**config.mk**
```make
export PLATFORM = sky130hd
export DESIGN_NAME = nrf24_spi_master
export DESIGN_NICKNAME = d
export VERILOG_FILES = /design/src/rtl/nrf24_spi_master.sv
export SDC_FILE = /design/constraint.sdc
export NUM_CORES = 1
export LEC_CHECK = 0
export ABC_AREA = 1
export CAP_MARGIN = 10
export CORE_ASPECT_RATIO = 0.6
export CORE_UTILIZATION = 43
export DETAILED_ROUTE_END_ITERATION = 10
export PLACE_DENSITY_LB_ADDON = 0.12
export SLEW_MARGIN = 10
export SYNTH_ARGS = -nofsm -noshare
export SYNTH_HDL_FRONTEND = slang
export SYNTH_SLANG_ARGS = --single-unit
```
**constraint.sdc**
```tcl
create_clock -name clk_50 -period 1.84 [get_ports clk_50]
set_input_delay 0.368 -clock clk_50 [delete_from_list [all_inputs] [get_ports clk_50]]
set_output_delay 0.368 -clock clk_50 [all_outputs]
set_load 0.05 [all_outputs]
```
**src/rtl/nrf24_spi_master.sv**
```systemverilog
// nRF24L01 SPI mode-0 byte master: one CSN-low window per start, command byte plus payload.
// SCK is derived from clk_50 by a half-period divider; all pins are registered.
module nrf24_spi_master #(
    parameter int CLK_DIV = 3,
    parameter int MAX_LEN = 33
) (
    input  logic       clk_50,
    input  logic       rst_n,
    input  logic       start,
    input  logic [5:0] len,
    input  logic [7:0] tx_data,
    input  logic       tx_valid,
    output logic       tx_ready,
    output logic [7:0] rx_data,
    output logic       rx_valid,
    output logic       busy,
    output logic       done,
    output logic       spi_sck,
    output logic       spi_mosi,
    input  logic       spi_miso,
    output logic       spi_csn
);
    localparam int            DW       = $clog2(CLK_DIV);
    localparam logic [DW-1:0] DIV_LAST = DW'(CLK_DIV - 1);
    localparam logic [5:0]    LEN_MAX  = 6'(MAX_LEN);

    typedef enum logic [2:0] {IDLE, CSN_SETUP, LOAD, SHIFT, CSN_HOLD, GAP} state_t;
    state_t state, state_next;

    logic [DW-1:0] div_cnt, div_cnt_d, div_next;
    logic [2:0]    bit_cnt, bit_cnt_d;
    logic [5:0]    byte_cnt, byte_cnt_d;
    logic [7:0]    tx_shift, tx_shift_d;
    logic [7:0]    rx_shift, rx_shift_d;
    logic [7:0]    rx_data_d;
    logic          gap_half, gap_half_d;
    logic          tx_ready_d, rx_valid_d, busy_d, done_d, sck_d, mosi_d, csn_d;
    logic          div_last, accept, handshake, sck_rise, sck_fall, byte_end, more_bytes;
    logic [5:0]    len_clamped;

    assign div_last    = (div_cnt == DIV_LAST);
    assign div_next    = div_last ? '0 : div_cnt + DW'(1);
    assign accept      = start && (len != 6'd0);
    assign handshake   = (state == LOAD) && tx_valid && tx_ready;
    assign sck_rise    = (state == SHIFT) && !spi_sck && div_last;
    assign sck_fall    = (state == SHIFT) && spi_sck && div_last;
    assign byte_end    = sck_fall && (bit_cnt == 3'd7);
    assign more_bytes  = (byte_cnt != 6'd1);
    assign len_clamped = (len > LEN_MAX) ? LEN_MAX : len;

    always_ff @(posedge clk_50 or negedge rst_n) begin
        if (!rst_n) state <= IDLE;
        else        state <= state_next;
    end

    always_comb begin
        state_next = state;
        case (state)
            IDLE:      if (accept)                state_next = CSN_SETUP;
            CSN_SETUP: if (div_last)              state_next = LOAD;
            LOAD:      if (handshake)             state_next = SHIFT;
            SHIFT:     if (byte_end)              state_next = more_bytes ? LOAD : CSN_HOLD;
            CSN_HOLD:  if (div_last)              state_next = GAP;
            GAP:       if (div_last && gap_half)  state_next = IDLE;
            default:                              state_next = IDLE;
        endcase
    end

    // Next values of every registered output and datapath register.
    always_comb begin
        div_cnt_d  = '0;
        bit_cnt_d  = bit_cnt;
        byte_cnt_d = byte_cnt;
        tx_shift_d = tx_shift;
        rx_shift_d = rx_shift;
        rx_data_d  = rx_data;
        gap_half_d = gap_half;
        tx_ready_d = tx_ready;
        rx_valid_d = 1'b0;
        done_d     = 1'b0;
        busy_d     = busy;
        sck_d      = spi_sck;
        mosi_d     = spi_mosi;
        csn_d      = spi_csn;
        case (state)
            IDLE: begin
                if (accept) begin
                    csn_d      = 1'b0;
                    busy_d     = 1'b1;
                    byte_cnt_d = len_clamped;
                end
            end
            CSN_SETUP: begin
                div_cnt_d = div_next;
                if (div_last) tx_ready_d = 1'b1;
            end
            LOAD: begin
                if (handshake) begin
                    tx_ready_d = 1'b0;
                    tx_shift_d = tx_data;
                    mosi_d     = tx_data[7];
                    bit_cnt_d  = 3'd0;
                end
            end
            SHIFT: begin
                div_cnt_d = div_next;
                if (sck_rise) begin
                    sck_d      = 1'b1;
                    rx_shift_d = {rx_shift[6:0], spi_miso};
                end else if (sck_fall) begin
                    sck_d = 1'b0;
                    // Last fall closes the byte; the next byte's request overlaps rx_valid.
                    if (bit_cnt == 3'd7) begin
                        rx_data_d  = rx_shift;
                        rx_valid_d = 1'b1;
                        byte_cnt_d = byte_cnt - 6'd1;
                        mosi_d     = 1'b0;
                        tx_ready_d = more_bytes;
                    end else begin
                        bit_cnt_d  = bit_cnt + 3'd1;
                        mosi_d     = tx_shift[6];
                        tx_shift_d = {tx_shift[6:0], 1'b0};
                    end
                end
            end
            CSN_HOLD: begin
                div_cnt_d = div_next;
                if (div_last) begin
                    csn_d      = 1'b1;
                    gap_half_d = 1'b0;
                end
            end
            GAP: begin
                div_cnt_d = div_next;
                if (div_last) begin
                    gap_half_d = 1'b1;
                    if (gap_half) begin
                        done_d = 1'b1;
                        busy_d = 1'b0;
                    end
                end
            end
            default: ;
        endcase
    end

    always_ff @(posedge clk_50 or negedge rst_n) begin
        if (!rst_n) begin
            div_cnt  <= '0;
            bit_cnt  <= 3'd0;
            byte_cnt <= 6'd0;
            tx_shift <= 8'h00;
            rx_shift <= 8'h00;
            rx_data  <= 8'h00;
            gap_half <= 1'b0;
            tx_ready <= 1'b0;
            rx_valid <= 1'b0;
            busy     <= 1'b0;
            done     <= 1'b0;
            spi_sck  <= 1'b0;
            spi_mosi <= 1'b0;
            spi_csn  <= 1'b1;
        end else begin
            div_cnt  <= div_cnt_d;
            bit_cnt  <= bit_cnt_d;
            byte_cnt <= byte_cnt_d;
            tx_shift <= tx_shift_d;
            rx_shift <= rx_shift_d;
            rx_data  <= rx_data_d;
            gap_half <= gap_half_d;
            tx_ready <= tx_ready_d;
            rx_valid <= rx_valid_d;
            busy     <= busy_d;
            done     <= done_d;
            spi_sck  <= sck_d;
            spi_mosi <= mosi_d;
            spi_csn  <= csn_d;
        end
    end
endmodule

```
==> flow_summary.html, run 1 <==
<table>
<tr><th>Metric</th><th>Value</th></tr>
<tr><th colspan="2">Layout</th></tr>
<tr><td>Filler cell count in the final layout</td><td>504</td></tr>
<tr><td>Fraction of the core area covered by cells at the end of the flow</td><td>0.551</td></tr>
<tr><td>Sequential cell area</td><td>1130 sq um</td></tr>
<tr><td>Post-layout net count</td><td>361</td></tr>
<tr><td>Footprint of the multi-input gates</td><td>1030 sq um</td></tr>
<tr><td>Area Overhead vs Synth</td><td>20.6%</td></tr>
<tr><td>Non-Filler Cell Area, Final</td><td>2840 sq um</td></tr>
<tr><td>Number of diodes</td><td>0</td></tr>
<tr><td>Share of final-layout standard cells stronger than drive strength 1</td><td>0.156</td></tr>
<tr><th colspan="2">GRT</th></tr>
<tr><td>GRT Overall Usage</td><td>0.191</td></tr>
<tr><td>Residual overflow from global routing</td><td>0</td></tr>
<tr><td>First-pass GRT wire length</td><td>8490 um</td></tr>
<tr><td>Initial antenna violation count</td><td>0</td></tr>
<tr><td>Largest net degree at the start of global routing</td><td>28</td></tr>
<tr><td>Number of global-route vias before repair</td><td>1762</td></tr>
<tr><th colspan="2">Worst setup path</th></tr>
<tr><td>Reg2Reg Capture Point</td><td>tx_shift[0]</td></tr>
<tr><td>Kind of cell adding the most delay to the critical path</td><td>simple AND/OR/NAND/NOR gates</td></tr>
<tr><td>Type of the worst setup path</td><td>flop to flop</td></tr>
<tr><td>Worst setup slack for register-to-register paths</td><td>0.18 ns</td></tr>
<tr><td>Crit Path Max Fanout</td><td>17</td></tr>
<tr><td>Critical-path cell with the highest stage delay</td><td>sky130_fd_sc_hd__dfrtp_1</td></tr>
<tr><td>Dominant cell type by count on the critical path</td><td>sky130_fd_sc_hd__ha_1</td></tr>
<tr><td>Bufs and invs on worst path</td><td>0</td></tr>
<tr><td>Critical path endpoint category</td><td>flop</td></tr>
<tr><td>Source of the worst register-to-register timing path</td><td>bit_cnt[0]</td></tr>
<tr><td>Crit path cell chain</td><td>ha_1 -&gt; ha_1 -&gt; nand2_1 -&gt; nand2_2 -&gt; nor2_4 -&gt; nand3_1 -&gt; o21ai_1</td></tr>
<tr><td>CP Data Required Time</td><td>2.08 ns</td></tr>
<tr><td>Setup crit start kind</td><td>flop</td></tr>
<tr><td>Endpoint arrival time on the critical path</td><td>1.90 ns</td></tr>
<tr><td>Highest cell delay on the worst timing path</td><td>0.39 ns</td></tr>
<tr><td>Worst Reg-to-Reg Cells</td><td>7</td></tr>
<tr><th colspan="2">Timing</th></tr>
<tr><td>Number of pins with negative max-slew slack in the final report</td><td>0</td></tr>
<tr><td>Actual slew at the worst max-slew pin</td><td>0.460 ns</td></tr>
<tr><td>Final hold violation count</td><td>0</td></tr>
<tr><td>Highest achievable clock rate</td><td>0.602 GHz</td></tr>
<tr><td>Post-layout minimum cycle time</td><td>1.66 ns</td></tr>
<tr><td>Setup TNS after final layout</td><td>0 ns</td></tr>
<tr><td>WHS</td><td>0.00180 ns</td></tr>
<tr><td>Worst slew margin relative to its limit</td><td>0.692</td></tr>
<tr><td>Final Setup Violations</td><td>0</td></tr>
<tr><td>Post-Route Skew</td><td>0.00990 ns</td></tr>
<tr><td>Period utilisation layout</td><td>0.903</td></tr>
<tr><td>Worst Setup Slack, final</td><td>0.179 ns</td></tr>
<tr><td>RSZ-0062 raised after global routing</td><td>no</td></tr>
<tr><th colspan="2">Logic synthesis</th></tr>
<tr><td>Register bit count reported by yosys</td><td>45</td></tr>
<tr><td>Synth Net Count</td><td>322</td></tr>
<tr><td>Synth Instances</td><td>299</td></tr>
<tr><td>Number of flops mapped to enable cells by yosys</td><td>0</td></tr>
<tr><td>Syn Area/Cell</td><td>7.88 sq um</td></tr>
<tr><td>Post-synth ARST share</td><td>1.00</td></tr>
<tr><td>Top post-synthesis cells by area</td><td>sky130_fd_sc_hd__dfrtp_1 47%, sky130_fd_sc_hd__nand2_1 17%, sky130_fd_sc_hd__nand3_1 5.7%</td></tr>
<tr><td>Mux cell area share after synthesis</td><td>0</td></tr>
<tr><td>List of most frequent post-synthesis cells</td><td>106 x sky130_fd_sc_hd__nand2_1, 44 x sky130_fd_sc_hd__dfrtp_1, 30 x sky130_fd_sc_hd__inv_1, 27 x sky130_fd_sc_hd__nand3_1</td></tr>
<tr><td>Synth warnings</td><td>0</td></tr>
<tr><td>Combinational family with the most area after synthesis</td><td>simple AND/OR/NAND/NOR gates</td></tr>
<tr><td>Fraction of the yosys area taken by sequential cells</td><td>0.478</td></tr>
<tr><td>Cell accounting for the most synthesized area</td><td>sky130_fd_sc_hd__dfrtp_1</td></tr>
<tr><td>Post-synth top flop</td><td>sky130_fd_sc_hd__dfrtp_1</td></tr>
<tr><td>Area share of and/or/nand/nor cells after synthesis</td><td>0.322</td></tr>
<tr><td>Xor/xnor share of the synthesized area</td><td>0.00372</td></tr>
<tr><td>Cell variety after synth</td><td>27</td></tr>
<tr><td>Adder and majority cell fraction of the synthesized area</td><td>0.0212</td></tr>
<tr><td>Most used standard cell by instance count after synthesis</td><td>sky130_fd_sc_hd__nand2_1</td></tr>
<tr><td>Netlist Area Pre-Place</td><td>2360 sq um</td></tr>
<tr><td>Fraction of synthesized cell area taken by the top area cell type</td><td>0.467</td></tr>
<tr><td>Fraction of the mapped netlist area in compound gates</td><td>0.0903</td></tr>
<tr><th colspan="2">Clocking</th></tr>
<tr><td>CTS Buffer Depth</td><td>2</td></tr>
<tr><td>Total number of H-tree levels</td><td>2</td></tr>
<tr><td>Total CTS buffers</td><td>5</td></tr>
<tr><td>Clock sink count</td><td>45</td></tr>
<tr><td>Clock root buffer</td><td>sky130_fd_sc_hd__clkbuf_8</td></tr>
<tr><td>Worst-skew pair later-pin latency</td><td>0.31 ns</td></tr>
<tr><td>Number of buffers inserted by hold repair at cts</td><td>0</td></tr>
<tr><td>Clock transition time at the flip-flop clock pins of the worst setup and hold paths</td><td>0.09 ns</td></tr>
<tr><td>CTS tree</td><td>built</td></tr>
<tr><td>Post-CTS sizing</td><td>0</td></tr>
<tr><td>Post-CTS Repair Setup Buffers</td><td>0</td></tr>
<tr><th colspan="2">Outcome</th></tr>
<tr><td>Result of the run</td><td>completed</td></tr>
<tr><th colspan="2">Route</th></tr>
<tr><td>Wirelength, routed</td><td>5010 um</td></tr>
<tr><td>Number of vias in the routed layout</td><td>1944</td></tr>
<tr><td>First-iteration detailed-routing DRC count</td><td>91</td></tr>
<tr><td>DRC violation count after routing</td><td>0</td></tr>
<tr><td>Antenna viol nets, final</td><td>0</td></tr>
<tr><td>Detailed-routing iteration count for the pre-antenna-repair pass</td><td>4</td></tr>
<tr><td>Avg Vias per Cell</td><td>4.80</td></tr>
<tr><td>Final routed wire length divided by cell count</td><td>12.4 um</td></tr>
<tr><th colspan="2">Place</th></tr>
<tr><td>Detailed-placement wirelength estimate</td><td>3680 um</td></tr>
<tr><td>Placer's final routability congestion estimate</td><td>0.923</td></tr>
<tr><td>DP Area</td><td>2720 sq um</td></tr>
<tr><td>Place WS</td><td>0.0606 ns</td></tr>
<tr><td>Count of input and output buffers</td><td>33</td></tr>
<tr><th colspan="2">Power</th></tr>
<tr><td>Reported leakage power</td><td>1.52 nW</td></tr>
<tr><td>Share of total power consumed by net switching</td><td>0.441</td></tr>
<tr><td>Pwr/cell area</td><td>1500 nW/um^2</td></tr>
<tr><td>Worst IR drop on VDD</td><td>0.535 mV</td></tr>
<tr><td>Relative contribution of the clock network to total power</td><td>0.187</td></tr>
<tr><td>Power Internal</td><td>0.00239 W</td></tr>
<tr><td>Combinational fraction of design power</td><td>0.452</td></tr>
<tr><td>Net Switching</td><td>0.00188 W</td></tr>
<tr><td>Sequential group share of total power</td><td>0.361</td></tr>
<tr><th colspan="2">Hold path</th></tr>
<tr><td>Path category of the worst min-delay check</td><td>input port to asynchronous set/reset pin</td></tr>
<tr><th colspan="2">Run</th></tr>
<tr><td>Max Cap Violations</td><td>0</td></tr>
<tr><th colspan="2">Die</th></tr>
<tr><td>Die extent in y</td><td>59.3 um</td></tr>
<tr><td>Floorplan Core Area</td><td>5150 sq um</td></tr>
<tr><td>Horiz. Die Dim</td><td>97.6 um</td></tr>
<tr><td>Effective utilization at floorplan</td><td>0.457</td></tr>
<tr><td>I/O pin total</td><td>34</td></tr>
<tr><td>Std-Cell Rows</td><td>20</td></tr>
<tr><td>Die Outline Area</td><td>5790 sq um</td></tr>
</table>
## routing by layer
metal  wire [um]  track usage
met5           0            0
met1        2860        0.293
met2        1850        0.259
met4          38       0.0378
met3         260       0.0649
## sequential cells by signal (all words and copies together) (netlist names)
register,flops
rx_valid,1
gap_half,1
byte_cnt,6
rx_shift,8
spi_mosi,1
div_cnt,2
rx_data,8
bit_cnt,3
done,1
tx_shift,7
state,3
spi_csn,1
tx_ready,1
spi_sck,1
busy,1
## power groups by stage
| stage | Clock [W] | Combinational [W] | Sequential [W] |
|---|---|---|---|
| after floorplan | 0 | 0.00137 | 0.00165 |
| after global placement | 0 | 0.00189 | 0.00155 |
| after detailed placement | 0 | 0.00191 | 0.00155 |
| after CTS | 0.000816 | 0.00192 | 0.00154 |
| after global routing | 0.000859 | 0.00218 | 0.00158 |
| final | 0.000797 | 0.00193 | 0.00154 |
## cell type report
| class | instances | share of cell area |
|---|---|---|
| clock buffers | 6 | 0.0291 |
| clock inverters | 2 | 0.0132 |
| inverters | 33 | 0.0454 |
| multi-input cells | 213 | 0.362 |
| flip-flops and latches | 45 | 0.397 |
| well taps | 66 | 0.0291 |
| repair buffers | 40 | 0.124 |
## layout by cell type, fill, tap and decap left out
cell	n
sky130_fd_sc_hd__inv_6	1
sky130_fd_sc_hd__buf_12	1
sky130_fd_sc_hd__nand4_1	5
sky130_fd_sc_hd__dfrtp_1	44
sky130_fd_sc_hd__buf_2	1
sky130_fd_sc_hd__nand3_2	1
sky130_fd_sc_hd__a21oi_2	1
sky130_fd_sc_hd__nand2_1	106
sky130_fd_sc_hd__dfstp_2	1
sky130_fd_sc_hd__nor2_8	1
sky130_fd_sc_hd__clkbuf_8	6
sky130_fd_sc_hd__nor2_1	21
sky130_fd_sc_hd__ha_1	4
sky130_fd_sc_hd__inv_1	30
sky130_fd_sc_hd__buf_4	21
sky130_fd_sc_hd__clkinvlp_4	1
sky130_fd_sc_hd__clkdlybuf4s50_1	17
sky130_fd_sc_hd__nand3_1	27
sky130_fd_sc_hd__xnor2_1	1
sky130_fd_sc_hd__o21ai_0	21
sky130_fd_sc_hd__o22ai_1	2
sky130_fd_sc_hd__nor3_1	3
sky130_fd_sc_hd__inv_2	2
sky130_fd_sc_hd__nor2_4	3
sky130_fd_sc_hd__o21ai_2	7
sky130_fd_sc_hd__a21oi_1	2
sky130_fd_sc_hd__nand2_4	1
sky130_fd_sc_hd__o21ai_1	3
sky130_fd_sc_hd__bufinv_16	1
sky130_fd_sc_hd__nand2_2	4
## kinds of logic (layout without fill, tap and decap cells)
family,after synthesis,after routing
compound gates,36,36
fa+ha+maj,4,4
simple gates,172,172
xor+xnor,1,1
buf+inv,41,81
flops,45,45
## worst max-delay path by stage
stage                     startpoint           to  depth (start not counted)
after floorplan              spi_sck     state[0]                          7
after global placement      tx_valid     state[0]                          8
after detailed placement    tx_valid  tx_shift[0]                          7
after CTS                 bit_cnt[0]  tx_shift[0]                          7
after global routing      bit_cnt[0]   bit_cnt[0]                          7
final                     bit_cnt[0]  tx_shift[0]                          7
## per-stage QoR
stage | std cells | total power, W
after floorplan | 299 | 0.00302
after global placement | 397 | 0.00344
after detailed placement | 397 | 0.00347
after CTS | 405 | 0.00428
after global routing | 405 | 0.00462
final | 405 | 0.00426
(Power assumes the default switching activity.)
==> run 2, diff against run 1 <==
CELL_PAD_IN_SITES_DETAIL_PLACEMENT = 1   (was not set)
CELL_PAD_IN_SITES_GLOBAL_PLACEMENT = 1   (was not set)
CORE_UTILIZATION = 40   (was 43)
SETUP_SLACK_MARGIN = 0.15   (was not set)
==> run 2 against run 1 <==
Sequential power hardly changed. Global-route usage is 2.2 points higher. Clock skew is 0.0017 ns lower. Non-clock buffer count is 2 higher. Critical path type unchanged.
==> flow_summary.html, run 2 (synthesis gave the netlist of run 1 again) <==
<table>
<tr><th>Metric</th><th>Value</th></tr>
<tr><th colspan="2">Worst setup path</th></tr>
<tr><td>CP Data Required Time</td><td>2.08 ns (about the same)</td></tr>
<tr><td>Type of the worst setup path</td><td>flop to flop</td></tr>
<tr><td>Endpoint arrival time on the critical path</td><td>1.81 ns (-0.09 ns)</td></tr>
<tr><td>Critical path endpoint category</td><td>flop</td></tr>
<tr><td>Crit Path Max Fanout</td><td>7 (-10)</td></tr>
<tr><td>Setup crit start kind</td><td>flop</td></tr>
<tr><th colspan="2">Clocking</th></tr>
<tr><td>Post-CTS Repair Setup Buffers</td><td>0 (unchanged)</td></tr>
<tr><td>Clock transition time at the flip-flop clock pins of the worst setup and hold paths</td><td>0.09 ns (about the same)</td></tr>
<tr><td>CTS Buffer Depth</td><td>2 (unchanged)</td></tr>
<tr><td>Total number of H-tree levels</td><td>2 (unchanged)</td></tr>
<tr><td>Clock sink count</td><td>45 (unchanged)</td></tr>
<tr><td>CTS tree</td><td>built</td></tr>
<tr><td>Total CTS buffers</td><td>5 (unchanged)</td></tr>
<tr><td>Clock root buffer</td><td>sky130_fd_sc_hd__clkbuf_8</td></tr>
<tr><td>Worst-skew pair later-pin latency</td><td>0.30 ns (about the same)</td></tr>
<tr><th colspan="2">Die</th></tr>
<tr><td>Floorplan Core Area</td><td>5620 sq um (+9.1%)</td></tr>
<tr><td>Std-Cell Rows</td><td>21 (+5.0%)</td></tr>
<tr><td>Die Outline Area</td><td>6210 sq um (+7.3%)</td></tr>
<tr><td>Horiz. Die Dim</td><td>101 um (+3.6%)</td></tr>
<tr><td>Effective utilization at floorplan</td><td>0.419 (-0.0380)</td></tr>
<tr><td>Die extent in y</td><td>61.4 um (+3.6%)</td></tr>
<tr><td>I/O pin total</td><td>34 (unchanged)</td></tr>
<tr><th colspan="2">Timing</th></tr>
<tr><td>Final Setup Violations</td><td>0 (unchanged)</td></tr>
<tr><td>Period utilisation layout</td><td>0.856 (-0.0465)</td></tr>
<tr><td>Actual slew at the worst max-slew pin</td><td>0.425 ns (-0.0355 ns)</td></tr>
<tr><td>Highest achievable clock rate</td><td>0.635 GHz (+5.4%)</td></tr>
<tr><td>Worst slew margin relative to its limit</td><td>0.717 (+0.0248)</td></tr>
<tr><td>Setup TNS after final layout</td><td>0 ns (unchanged)</td></tr>
<tr><td>Number of pins with negative max-slew slack in the final report</td><td>0 (unchanged)</td></tr>
<tr><td>Post-layout minimum cycle time</td><td>1.58 ns (-0.0855 ns)</td></tr>
<tr><td>Post-Route Skew</td><td>0.00819 ns (-0.00171 ns)</td></tr>
<tr><td>Final hold violation count</td><td>0 (unchanged)</td></tr>
<tr><td>RSZ-0062 raised after global routing</td><td>no</td></tr>
<tr><th colspan="2">Power</th></tr>
<tr><td>Worst IR drop on VDD</td><td>0.535 mV (about the same)</td></tr>
<tr><td>Reported leakage power</td><td>1.51 nW (-0.67%)</td></tr>
<tr><td>Pwr/cell area</td><td>1480 nW/um^2 (-1.2%)</td></tr>
<tr><td>Overall Power</td><td>0.00427 W (about the same)</td></tr>
<tr><th colspan="2">Layout</th></tr>
<tr><td>Sequential cell area</td><td>1130 sq um (+0.22%)</td></tr>
<tr><td>Post-layout net count</td><td>363 (+0.55%)</td></tr>
<tr><td>Filler cell count in the final layout</td><td>726 (+44%)</td></tr>
<tr><td>Share of final-layout standard cells stronger than drive strength 1</td><td>0.176 (+0.0196)</td></tr>
<tr><td>Area Overhead vs Synth</td><td>22.1%</td></tr>
<tr><td>Most frequent cells in the layout</td><td>106 x sky130_fd_sc_hd__nand2_1, 42 x sky130_fd_sc_hd__dfrtp_1, 29 x sky130_fd_sc_hd__inv_1</td></tr>
<tr><td>Registers with the most flip-flops</td><td>rx_data x8, rx_shift x8, tx_shift x7</td></tr>
<tr><td>Number of diodes</td><td>0 (unchanged)</td></tr>
<tr><td>Most common library cell in the layout ignoring fill and taps</td><td>sky130_fd_sc_hd__nand2_1</td></tr>
<tr><td>Footprint of the multi-input gates</td><td>1040 sq um (+1.2%)</td></tr>
<tr><th colspan="2">Route</th></tr>
<tr><td>Number of vias in the routed layout</td><td>2048 (+5.3%)</td></tr>
<tr><td>DRC violation count after routing</td><td>0 (unchanged)</td></tr>
<tr><td>Wirelength, routed</td><td>5940 um (+19%)</td></tr>
<tr><td>Detailed-routing iteration count for the pre-antenna-repair pass</td><td>4 (unchanged)</td></tr>
<tr><td>First-iteration detailed-routing DRC count</td><td>67 (-26%)</td></tr>
<tr><td>Final routed wire length divided by cell count</td><td>14.1 um (+14%)</td></tr>
<tr><td>Antenna viol nets, final</td><td>0 (unchanged)</td></tr>
<tr><td>Avg Vias per Cell</td><td>4.86 (+1.3%)</td></tr>
<tr><th colspan="2">GRT</th></tr>
<tr><td>Number of global-route vias before repair</td><td>2047 (+16%)</td></tr>
<tr><td>Global routing usage on met1</td><td>0.298 (+0.00436)</td></tr>
<tr><td>First-pass GRT wire length</td><td>9800 um (+16%)</td></tr>
<tr><td>Initial antenna violation count</td><td>0 (unchanged)</td></tr>
<tr><td>Residual overflow from global routing</td><td>0 (unchanged)</td></tr>
<tr><td>Largest net degree at the start of global routing</td><td>29 (+3.6%)</td></tr>
<tr><td>Busiest grt layer</td><td>met2</td></tr>
<tr><td>GR Util met2</td><td>0.323 (+0.0639)</td></tr>
<tr><td>GRT Overall Usage</td><td>0.214 (+0.0222)</td></tr>
<tr><td>Met3 global-route usage</td><td>0.0613 (-0.00356)</td></tr>
<tr><th colspan="2">Place</th></tr>
<tr><td>Count of input and output buffers</td><td>33 (unchanged)</td></tr>
<tr><td>Placer's final routability congestion estimate</td><td>0.823 (-11%)</td></tr>
<tr><td>Detailed-placement wirelength estimate</td><td>4560 um (+24%)</td></tr>
<tr><th colspan="2">Run</th></tr>
<tr><td>Max Cap Violations</td><td>0 (unchanged)</td></tr>
<tr><th colspan="2">Outcome</th></tr>
<tr><td>Result of the run</td><td>completed</td></tr>
<tr><th colspan="2">Hold path</th></tr>
<tr><td>Path category of the worst min-delay check</td><td>flop to flop</td></tr>
</table>
==> run 2: path summary, 6_finish.rpt <==
| check | startpoint | end | slack (ns) | cells past startpoint |
|---|---|---|---|---|
| max in group asynchronous | rst_n | rx_data[3] | 0.82 | 3 |
| hold reg to reg | div_cnt[0] | div_cnt[0] | 0.44 | 1 |
| min in group asynchronous | rst_n | byte_cnt[5] | 0.52 | 2 |
| hold / removal | div_cnt[0] | div_cnt[0] | 0.44 | 1 |
| setup reg to reg | bit_cnt[0] | state[2] | 0.26 | 7 |
| setup / recovery | bit_cnt[0] | state[2] | 0.26 | 7 |
==> run 2: worst max-delay path, cell delays in order, from the launching register on <==
cell and delay (ns):
sky130_fd_sc_hd__dfrtp_1 0.39, sky130_fd_sc_hd__ha_1 0.20, sky130_fd_sc_hd__ha_1 0.22, sky130_fd_sc_hd__nor3_1 0.31, sky130_fd_sc_hd__nor2_2 0.13, sky130_fd_sc_hd__nand3_1 0.13, sky130_fd_sc_hd__nand2_1 0.06, sky130_fd_sc_hd__nand2_1 0.06
==> run 2: final cells by class <==
cell class / count / share of cell area
Clock buffer: 5 / 0.0239
Clock inverter: 3 / 0.00739
Inverter: 33 / 0.0461
Multi-Input combinational cell: 213 / 0.362
Sequential cell: 45 / 0.393
Tap cell: 80 / 0.0348
Timing Repair Buffer: 42 / 0.133
==> run 2: repair_timing <==
item	in CTS	in global routing
hold buffers	1	0
setup endpoints to repair	0	16
gates resized for setup	0	7
endpoints found under the hold margin	16	0
==> run 2: per-layer routing <==
layer	wire, um	up-vias	part of all wire
met5	0	-	0
met4	94	0	0.016
met3	202	10	0.034
met2	2580	36	0.43
met1	3060	964	0.52
li1	-	1038	-
==> run 2: where the power goes <==
group          leakage (nW)  internal [W]  switching [W]
Sequential            0.585       0.00130       0.000269
Combinational         0.880      0.000709        0.00135
Clock                0.0445      0.000270       0.000370
Total                  1.51       0.00228        0.00198
==> run 2: per-stage QoR <==
| step | util | cells | hold slack [ns] | instance area [sq um] | worst slack [ns] |
|---|---|---|---|---|---|
| floorplan | - | 299 | 0.0724 | 2360 | 0.285 |
| global placement | 0.491 | 412 | 0.329 | 2760 | 0.126 |
| detailed placement | 0.491 | 412 | 0.323 | 2760 | 0.0332 |
| CTS | 0.508 | 421 | 0.443 | 2860 | 0.193 |
| global route | 0.512 | 421 | 0.460 | 2880 | 0.162 |
| finish | 0.512 | 421 | 0.436 | 2880 | 0.265 |
